### config.mk
export PLATFORM = sky130hd
export DESIGN_NAME = tx_lo_sweep_ctrl
export DESIGN_NICKNAME = d
export VERILOG_FILES = /design/src/rtl/tx_ctrl_pkg.sv /design/src/rtl/tx_down_counter.sv /design/src/rtl/tx_lo_sweep_ctrl.sv
export SDC_FILE = /design/constraint.sdc
export NUM_CORES = 1
export LEC_CHECK = 0
export CORE_ASPECT_RATIO = 1.75
export CORE_MARGIN = 3
export CORE_UTILIZATION = 35
export DETAILED_ROUTE_END_ITERATION = 8
export DONT_BUFFER_PORTS = 1
export PLACE_DENSITY = 0.53
export SYNTH_ARGS = -nofsm -noshare
export SYNTH_HDL_FRONTEND = slang
export SYNTH_SLANG_ARGS = --single-unit
### constraint.sdc
create_clock -name clock -period 5.6 [get_ports clock]
set_input_delay 1.4 -clock clock [delete_from_list [all_inputs] [get_ports clock]]
set_output_delay 1.4 -clock clock [all_outputs]
set_load 0.05 [all_outputs]
### src/rtl/tx_ctrl_pkg.sv
// tx_ctrl_pkg: shared types and constants for the tx_core control slice.
//   - tx_state_t        : sweep sequencer state encoding
//   - TX_PHASE_W        : width of the tx_core LO DDS phase increment
//   - TX_SETTLE_DEFAULT : cycles from a phase_inc change to a settled DAC tone
//   - OSEL_*            : tx_core output_select codes
package tx_ctrl_pkg;

    typedef enum logic [1:0] {
        IDLE   = 2'd0,
        SETTLE = 2'd1,
        DWELL  = 2'd2
    } tx_state_t;

    localparam int unsigned TX_PHASE_W        = 16;
    localparam int unsigned TX_SETTLE_DEFAULT = 8;

    localparam logic [4:0] OSEL_ADC1     = 5'd1;
    localparam logic [4:0] OSEL_ADC2     = 5'd2;
    localparam logic [4:0] OSEL_ADC3     = 5'd3;
    localparam logic [4:0] OSEL_SIN_MULT = 5'd4;
    localparam logic [4:0] OSEL_COS_MULT = 5'd5;
    localparam logic [4:0] OSEL_ADD1     = 5'd6;
    localparam logic [4:0] OSEL_ADD2     = 5'd7;

endpackage

### src/rtl/tx_down_counter.sv
// tx_down_counter: loadable down-counter that stops at zero.
//   clock      : system clock
//   resetn     : asynchronous active-low reset (count -> 0)
//   load       : load load_value this cycle (has priority over counting)
//   load_value : value to load
//   count      : current count
//   zero       : count == 0
module tx_down_counter #(
    parameter int unsigned WIDTH = 8
) (
    input  logic             clock,
    input  logic             resetn,
    input  logic             load,
    input  logic [WIDTH-1:0] load_value,
    output logic [WIDTH-1:0] count,
    output logic             zero
);

    always_ff @(posedge clock or negedge resetn) begin
        if (!resetn) begin
            count <= '0;
        end else if (load) begin
            count <= load_value;
        end else if (count != '0) begin
            count <= count - 1'b1;
        end
    end

    assign zero = (count == '0);

endmodule

### src/rtl/tx_lo_sweep_ctrl.sv
// tx_lo_sweep_ctrl: steps the tx_core LO DDS phase increment from a start to a
// stop value, holding each tone for a programmed dwell and flagging dac_valid
// only once the tx_core datapath has settled on the tone.
//   clock, resetn      : system clock, asynchronous active-low reset
//   cfg_*              : sweep configuration, captured on start
//   start, abort       : single-cycle control pulses (abort wins)
//   lo_dds_phase_inc   : phase increment to tx_core
//   output_select      : output select to tx_core
//   dac_valid          : DAC data is on a settled tone
//   busy               : sweep in progress
//   sweep_done         : one-cycle pulse at end of a single-pass sweep
//   step_index         : 0-based index of the current tone (saturating)
module tx_lo_sweep_ctrl
    import tx_ctrl_pkg::*;
#(
    parameter int unsigned PHASE_W       = TX_PHASE_W,
    parameter int unsigned DWELL_W       = 24,
    parameter int unsigned SETTLE_CYCLES = TX_SETTLE_DEFAULT
) (
    input  logic               clock,
    input  logic               resetn,
    input  logic [PHASE_W-1:0] cfg_start_inc,
    input  logic [PHASE_W-1:0] cfg_stop_inc,
    input  logic [PHASE_W-1:0] cfg_step_inc,
    input  logic [DWELL_W-1:0] cfg_dwell,
    input  logic               cfg_continuous,
    input  logic [4:0]         cfg_output_select,
    input  logic               start,
    input  logic               abort,
    output logic [PHASE_W-1:0] lo_dds_phase_inc,
    output logic [4:0]         output_select,
    output logic               dac_valid,
    output logic               busy,
    output logic               sweep_done,
    output logic [15:0]        step_index
);

    localparam int unsigned SET_W = (SETTLE_CYCLES > 1) ? $clog2(SETTLE_CYCLES) : 1;

    tx_state_t state;

    logic [PHASE_W-1:0] sh_start;
    logic [PHASE_W-1:0] sh_stop;
    logic [PHASE_W-1:0] sh_step;
    logic [DWELL_W-1:0] sh_dwell;
    logic               sh_cont;

    logic               settle_load;
    logic               dwell_load;
    logic [SET_W-1:0]   settle_count;
    logic               settle_zero;
    logic [DWELL_W-1:0] dwell_value;
    logic [DWELL_W-1:0] dwell_count;
    logic               dwell_zero;

    logic               sweep_end;
    logic [PHASE_W:0]   next_sum;
    logic [PHASE_W-1:0] next_inc;

    // Last tone reached: stop hit, zero step, or an empty/inverted range.
    assign sweep_end = (lo_dds_phase_inc >= sh_stop) || (sh_step == '0) ||
                       (sh_start >= sh_stop);

    // One extra bit so the clamp to stop catches what would otherwise wrap.
    assign next_sum = {1'b0, lo_dds_phase_inc} + {1'b0, sh_step};
    assign next_inc = (next_sum > {1'b0, sh_stop}) ? sh_stop : next_sum[PHASE_W-1:0];

    assign dwell_value = (sh_dwell == '0) ? '0 : sh_dwell - 1'b1;

    always_comb begin
        settle_load = 1'b0;
        dwell_load  = 1'b0;
        case (state)
            IDLE:    settle_load = start && !abort;
            SETTLE:  dwell_load  = !abort && settle_zero;
            DWELL:   settle_load = !abort && dwell_zero && (!sweep_end || sh_cont);
            default: ;
        endcase
    end

    tx_down_counter #(.WIDTH(SET_W)) u_settle_cnt (
        .clock      (clock),
        .resetn     (resetn),
        .load       (settle_load),
        .load_value (SET_W'(SETTLE_CYCLES - 1)),
        .count      (settle_count),
        .zero       (settle_zero)
    );

    tx_down_counter #(.WIDTH(DWELL_W)) u_dwell_cnt (
        .clock      (clock),
        .resetn     (resetn),
        .load       (dwell_load),
        .load_value (dwell_value),
        .count      (dwell_count),
        .zero       (dwell_zero)
    );

    always_ff @(posedge clock or negedge resetn) begin
        if (!resetn) begin
            state            <= IDLE;
            sh_start         <= '0;
            sh_stop          <= '0;
            sh_step          <= '0;
            sh_dwell         <= '0;
            sh_cont          <= 1'b0;
            lo_dds_phase_inc <= '0;
            output_select    <= '0;
            dac_valid        <= 1'b0;
            busy             <= 1'b0;
            sweep_done       <= 1'b0;
            step_index       <= '0;
        end else begin
            sweep_done <= 1'b0;
            if (abort) begin
                // Phase, select and index hold so tx_core keeps its last tone.
                state     <= IDLE;
                dac_valid <= 1'b0;
                busy      <= 1'b0;
            end else begin
                case (state)
                    IDLE: begin
                        if (start) begin
                            sh_start         <= cfg_start_inc;
                            sh_stop          <= cfg_stop_inc;
                            sh_step          <= cfg_step_inc;
                            sh_dwell         <= cfg_dwell;
                            sh_cont          <= cfg_continuous;
                            lo_dds_phase_inc <= cfg_start_inc;
                            output_select    <= cfg_output_select;
                            step_index       <= '0;
                            busy             <= 1'b1;
                            state            <= SETTLE;
                        end
                    end
                    SETTLE: begin
                        if (settle_zero) begin
                            dac_valid <= 1'b1;
                            state     <= DWELL;
                        end
                    end
                    DWELL: begin
                        if (dwell_zero) begin
                            dac_valid <= 1'b0;
                            if (!sweep_end) begin
                                lo_dds_phase_inc <= next_inc;
                                if (step_index != 16'hFFFF) begin
                                    step_index <= step_index + 16'd1;
                                end
                                state <= SETTLE;
                            end else if (sh_cont) begin
                                lo_dds_phase_inc <= sh_start;
                                step_index       <= '0;
                                state            <= SETTLE;
                            end else begin
                                busy       <= 1'b0;
                                sweep_done <= 1'b1;
                                state      <= IDLE;
                            end
                        end
                    end
                    default: state <= IDLE;
                endcase
            end
        end
    end

endmodule

# After elaboration in Yosys (flattened, before gate mapping)
# Cells that the tools add are included.
[totals]
mem_bits_ro = 0
out_inout_bits = 40
latch_bits = 0
wordCells = 103
reg_bits = 142
input_bits = 82
ram_bits = 0
memories = 0
[op_classes]
shift = 0
addsub = 5
multipliers = 0
bitwise = 1
n_mux = 41
reduce_logical = 27
n_div = 0
eq_ne = 12
n_lt_le_gt_ge = 3
[ops]
columns = ["cell", "count"]
rows = [
  ["two-way mux 16 bit", 10],
  ["two-way mux 24 bit", 3],
  ["one-hot mux 16 bit (2 select lines)", 2],
  ["logical NOT 24 bit", 2],
  ["subtractor 24 x 1 -> 24 bit (second input constant)", 2],
  ["greater-or-equal comparator 16 bit", 2],
  ["nonzero test 24 bit", 1],
  ["!= test 3 bit (second input constant)", 7],
  ["adder 16 x 16 -> 17 bit", 1],
  ["greater-than comparator 17 x 16 -> 1 bit", 1],
  ["adder 16 x 1 -> 16 bit (second input constant)", 1],
  ["logical NOT 16 bit", 1],
  ["two-way mux 1 bit", 16],
  ["!= test 16 bit (second input constant)", 1],
  ["AND reduction 5 bit", 2],
  ["AND reduction 3 bit", 3],
  ["nonzero test 3 bit", 3],
  ["two-way mux 2 bit", 4],
  ["two-way mux 3 bit", 2],
  ["one-hot mux 1 bit (2 select lines)", 3],
  ["one-hot mux 2 bit (3 select lines)", 1],
  ["AND reduction 6 bit", 1],
  ["nonzero test 2 bit", 3],
  ["logical AND 1 bit", 4],
  ["9 further kinds", 13],
]

# Logic depth before layout (Yosys ltp)
[logic_depth]
ltp_word = 8
ltp_mapped = 18
ltp_nobuf = 17

# Cells and area by module
# Synthesis repeated with hierarchy kept, for this count alone.
[unflattened]
hier_cells = 1037
area_unflattened_um2 = 8951.1
[modules_own_cells]
columns = ["module", "area_each_um2", "seq_area_each_um2", "cells_per_inst", "instances"]
rows = [
  ["tx_lo_sweep_ctrl", 7298.2, 2877.8, 869, 1],
  ["tx_down_counter (u_dwell_cnt)", 1451.4, 600.6, 147, 1],
  ["tx_down_counter (u_settle_cnt)", 201.4, 75.1, 21, 1],
]

# Worst setup path before layout
# Ideal clock, no wire load.
[synth_timing]
path_type = "register to register"
start = "register lo_dds_phase_inc[4]"
end = "register lo_dds_phase_inc[3]"
synth_period_minus_slack_ps = 4302
stages_incl_launch_ff = 18
setup_ps = 80
required_time_ps = 5520
slack_ps = 1298
n_path_buf = 2
arrival_time_ps = 4222
cell_sequence = "dfrtp_1 ha_1 a2111oi_0 o21ai_1 a221o_1 a21o_1 a21oi_1 xnor2_1 ha_1 nand4_1 nor4_1 o2bb2ai_1 a31oi_1 a211oi_1 buf_2 buf_2 a21oi_1 o211ai_2"
[synth_via]
elab_chain_len = 6
word_cells_on_any_way = 11
classes_between = "add/sub: 1; order compare: 2; eq/ne: 1; mux: 4; reduce/logical: 3"
[synth_lines]
columns = ["element", "line_no", "rtl"]
rows = [
  ["from (decl)", "tx_lo_sweep_ctrl.sv:30", "output logic [PHASE_W-1:0] lo_dds_phase_inc,"],
  ["from (signal assigned)", "tx_lo_sweep_ctrl.sv:129", "lo_dds_phase_inc <= cfg_start_inc;"],
  ["from (signal assigned)", "tx_lo_sweep_ctrl.sv:146", "lo_dds_phase_inc <= next_inc;"],
  ["from (signal assigned)", "tx_lo_sweep_ctrl.sv:152", "lo_dds_phase_inc <= sh_start;"],
  ["adder 16 x 16 -> 17 bit or greater-or-equal comparator 16 bit (tied branches)", "tx_lo_sweep_ctrl.sv:65, tx_lo_sweep_ctrl.sv:61", ""],
  ["greater-than comparator 17 x 16 -> 1 bit or logical OR 1 bit (tied branches)", "tx_lo_sweep_ctrl.sv:66, tx_lo_sweep_ctrl.sv:61", ""],
  ["two-way mux 16 bit or logical OR 1 bit (tied branches)", "tx_lo_sweep_ctrl.sv:66, tx_lo_sweep_ctrl.sv:61", ""],
  ["two-way mux 16 bit", "tx_lo_sweep_ctrl.sv:145", "if (!sweep_end) begin"],
  ["two-way mux 16 bit", "tx_lo_sweep_ctrl.sv:143", "if (dwell_zero) begin"],
  ["one-hot mux 16 bit (2 select lines)", "tx_lo_sweep_ctrl.sv:121", "case (state)"],
]
# Several ways; a longest one is shown, not always the timed one. The select of a mux whose other input is x is not followed.
# A chain may end at the register's enable or synchronous reset.

# Final worst setup path
[layout_timing]
start = "register lo_dds_phase_inc[0]"
end = "register lo_dds_phase_inc[15]"
# The elaborated chain is that of the path after synthesis.

==> impl.org <==
** Placement
- Placed cell count :: roughly 1.3k
- Prior to clock tree synthesis, the placed netlist has a worst setup slack of 0.593 ns.
- The congestion estimate from routability-driven global placement came to just under 0.9.
- Buffers placed on the I/O ports in this run total 0.
- DP Wirelength :: ~19,000 um

** STA
- Max-slew violation total from the final report :: 0
- The routed design could run at a clock period as short as approximately 5 ns.
- Headroom to the max-slew limit :: 0.330
- Crit path setup slack, layout :: 0.678 ns
- Maximum achievable frequency :: between 0.2 and 0.25 GHz
- Unrepaired setup endpoints after global routing :: false
- Fin. Hold Viols :: 0
- Final clock period utilization by the worst path :: 0.879
- At the pin with the least slew margin, the transition time is about 1.0 ns.
- After routing, the total negative slack on setup checks comes to 0 ns.
- Worst Skew :: ~0.011 ns
- Final setup violation count :: 0

** Final layout
- Nets@finish :: 1,148
- From synthesis to final layout, the design area changed by 11.0%.
- Number of antenna repair diodes :: 0
- Layout filler cell count :: 2,543
- Fraction of layout instances using a drive strength above 1 :: 0.0803
- Count of non-filler cells in the finished layout :: 1,317

** Synthesis
- By area the synthesized netlist is led by sky130_fd_sc_hd__dfrtp_1, sky130_fd_sc_hd__nand2_1, sky130_fd_sc_hd__ha_1, sky130_fd_sc_hd__nor2_1, sky130_fd_sc_hd__xor2_1.
- #FFs+latches synth :: between 100 and 150
- Library cell occupying the most area in the post-synthesis netlist :: sky130_fd_sc_hd__dfrtp_1
- For this run, asynchronously set or reset flops after synthesis account for 1.00.
- Area share of the largest cell type after synthesis :: 0.408
- In the synthesized netlist the dominant register cell turns out to be sky130_fd_sc_hd__dfrtp_1.
- For this run, the register share of the synthesized area comes to 0.408.
- Netlist cell types :: 69
- Synthesis warning total :: 0
- In this run, synthesis inferred 0 flip-flops with an integrated enable.
- By instance count, the leading cell after synthesis is sky130_fd_sc_hd__nand2_1.
- Number of nets in the synthesized netlist :: 1,152
- After synthesis, the mean cell area works out to ~8.7 um2.
- By count the netlist is led by sky130_fd_sc_hd__nand2_1, sky130_fd_sc_hd__dfrtp_1, sky130_fd_sc_hd__nor2_1, sky130_fd_sc_hd__ha_1, sky130_fd_sc_hd__a21oi_1.
- The cell count after synthesis came out at around 1.0k.
- Mapped cell area :: around 8700 um2

** Global route
- For this run the aggregate overflow at the end of global routing stands at 0.
- Entering global routing, the biggest net connects 143 pins.
- The via count of the first global-routing pass came to between 7k and 8k.
- The first global-routing pass estimated ~40,000 um of wire.
- In the global route stage, overall resource usage came out at 0.193.
- Initial antenna violation count :: 0

** Critical path
- RR Startpoint :: lo_dds_phase_inc[0]$_DFFE_PN0P_
- STA classifies the critical path startpoint as a register.
- The critical path ends at lo_dds_phase_inc[15]$_DFFE_PN0P_.
- The critical path goes through ha_1 -> fa_1 -> a21oi_1 -> o21ai_1 -> a221o_1 -> a21o_1 -> a21oi_1 -> xnor2_1 -> ha_1 -> nand4_1 -> nor4_1 -> o2bb2ai_1 -> a31oi_1 -> a211oi_4 -> buf_4 -> nor4b_1 -> a2111oi_0 -> a21oi_1.
- Critical Setup Path Class :: register to register
- The kind of cell with the highest combined delay along the critical path is compound AO/OA/AOI/OAI gates.
- For the worst setup path, the data arrival time is between 5 and 6 ns.
- Longest individual stage delay on the worst path :: slightly below 0.6 ns
- Worst Reg2Reg Path Length in Cells :: 18
- The slowest stage of the critical path belongs to the cell sky130_fd_sc_hd__dfrtp_1.
- Together, buffers and inverters on the worst path number 1.
- Cell occurring most often along the worst timing path :: sky130_fd_sc_hd__a21oi_1
- In this run the worst path has a maximum fanout of 30.
- Startpoint of the worst setup timing path :: lo_dds_phase_inc[0]$_DFFE_PN0P_
- The worst register-to-register path ends at lo_dds_phase_inc[15]$_DFFE_PN0P_.
- The worst setup path is captured at a register.
- The critical path crosses 18 cells after its start point.
- Across all register-to-register paths, the minimum setup slack is 0.68 ns.
- Endpoint required time on the critical path :: approximately 5.9 ns

** Run status
- Outcome :: finished clean

** Drt
- After detailed routing, the average wire length per cell comes to between 15 and 20 um.
- DR DRC count :: 0
- Final wirelength :: about 25,000 um
- In the routed layout, each cell is associated on average with a via count of around 5.4.
- Vias after detailed routing :: 7,070
- Antenna-violating nets left :: 0
- Pre-Repair DR Iteration Count :: 4
- Violation count after the first detailed-route iteration :: ~330

** Clock network
- Max Buffers Root-to-Sink :: 2
- Post-CTS Resized :: 0
- CTS built an H-tree with a depth of 4.
- Latest clock arrival within the worst-skew pair :: 0.43 ns
- TritonCTS built the clock tree.
- Post-CTS Hold Fix Bufs :: 0
- Number of buffers added by the clock tree synthesis step :: 17
- In this run the clock root is driven by a sky130_fd_sc_hd__clkbuf_16.
- Clock-pin slew was measured on the worst setup and hold paths at about 0.070 ns.
- Clk sinks :: between 100 and 150
- In this run the post-CTS setup repair buffer count came out at 0.

** Run
- Maximum Capacitance Violations :: 0

** Die
- For this configuration, the core starts out at a cell density of 0.360.
- Number of ports placed on the die boundary :: ~120
- Measured along the y axis, the die boundary spans between 200 and 250 um.
- Total number of placement rows :: 75
- Die boundary width :: 125 um
- The die covers around 27,000 um2.
- The region available for standard cell placement spans 24,200 um2.

** Power
- VDD sags by at most approximately 0.00022 V.
- Power spread over the standard cell area amounts to about 520 nW/um2.
- Summed over all cells, the static leakage comes to about 4.6 nW.

** Min path
- The tightest min-delay check is of the register to register type.
cell type report:
class                           instances  area (um2)  share of cell area
Multi-Input combinational cell        794        4920               0.509
Sequential cell                       142        3550               0.368
Clock buffer                           20         457              0.0472
Tap cell                              308         385              0.0398
Inverter                               30         113              0.0116
Clock inverter                         12         158              0.0163
Timing Repair Buffer                   11        82.6             0.00854
kinds of logic after synthesis:
kind of cell               synth area share
AOI/OAI and AO/OA                     0.174
xor gates and xnor gates             0.0543
adders and majority gates             0.101
buffers and inverters                0.0302
DFF                                   0.408
muxes                               0.00589
and+or+nand+nor                       0.227
registers in the layout, indices dropped and copies added (netlist names):
name	flops
busy	1
dac_valid	1
lo_dds_phase_inc	16
output_select	5
sh_cont	1
sh_dwell	24
sh_start	16
sh_step	16
sh_stop	16
state	2
step_index	16
sweep_done	1
u_dwell_cnt.count	24
u_settle_cnt.count	3
stage by stage:
step | cell area (um2) | hold slack, ns | total power [W] | util
2_1_floorplan | 8710 | 0.463 | 0.00329 | -
3_3_place_gp | 9050 | 0.499 | 0.00385 | 0.374
3_5_place_dp | 9050 | 0.497 | 0.00389 | 0.374
4_1_cts | 9670 | 0.513 | 0.00512 | 0.399
5_1_grt | 9670 | 0.538 | 0.00547 | 0.399
6_report | 9670 | 0.506 | 0.00505 | 0.399
routing by layer:
layer | share of wire | track usage | vias up
met4 | 0.049 | 0.103 | 0
met1 | 0.35 | 0.191 | 3362
met3 | 0.049 | 0.0452 | 53
met2 | 0.56 | 0.365 | 147
met5 | 0 | 0 | -
li1 | - | - | 3508
worst reg2reg max path, delay by kind of cell, from the launching register on:
| family | cells | cell delay [ns] |
|---|---|---|
| XOR/XNOR | 1 | 0.11 |
| adder cells (fa/ha/maj) | 3 | 1.08 |
| flip-flops | 1 | 0.58 |
| AO/OA/AOI/OAI | 10 | 2.10 |
| AND/OR/NAND/NOR | 3 | 0.60 |
| buffers and inverters | 1 | 0.33 |
worst min path at each step:
stage	start	to	slack, ns	depth (start not counted)
6_report	sh_start[0]$_DFFE_PN0P_	lo_dds_phase_inc[0]$_DFFE_PN0P_	0.51	2
5_1_grt	sh_start[0]$_DFFE_PN0P_	lo_dds_phase_inc[0]$_DFFE_PN0P_	0.54	2
4_1_cts	sh_start[0]$_DFFE_PN0P_	lo_dds_phase_inc[0]$_DFFE_PN0P_	0.51	2
3_5_place_dp	sh_start[0]$_DFFE_PN0P_	lo_dds_phase_inc[0]$_DFFE_PN0P_	0.50	2
3_3_place_gp	sh_start[0]$_DFFE_PN0P_	lo_dds_phase_inc[0]$_DFFE_PN0P_	0.50	2
2_1_floorplan	sh_cont$_DFFE_PN0P_	sh_cont$_DFFE_PN0P_	0.46	2
power breakdown:
part | total, W | switching [W] | internal (W) | leakage (nW)
Clock | 0.00120 | 0.000468 | 0.000729 | 0.305
Sequential | 0.00175 | 0.000436 | 0.00131 | 1.78
Combinational | 0.00211 | 0.00125 | 0.000853 | 2.48
cells in the final DEF (no fill, tap or decap), types with 19 or more instances in the layout:
master	instances
sky130_fd_sc_hd__a21oi_1	60
sky130_fd_sc_hd__dfrtp_1	141
sky130_fd_sc_hd__ha_1	69
sky130_fd_sc_hd__inv_1	30
sky130_fd_sc_hd__nand2_1	248
sky130_fd_sc_hd__nor2_1	82
sky130_fd_sc_hd__nor3_1	20
sky130_fd_sc_hd__o21ai_0	45
sky130_fd_sc_hd__xnor2_1	19
sky130_fd_sc_hd__xor2_1	35
Note: power is estimated with default switching activity, not from simulation.
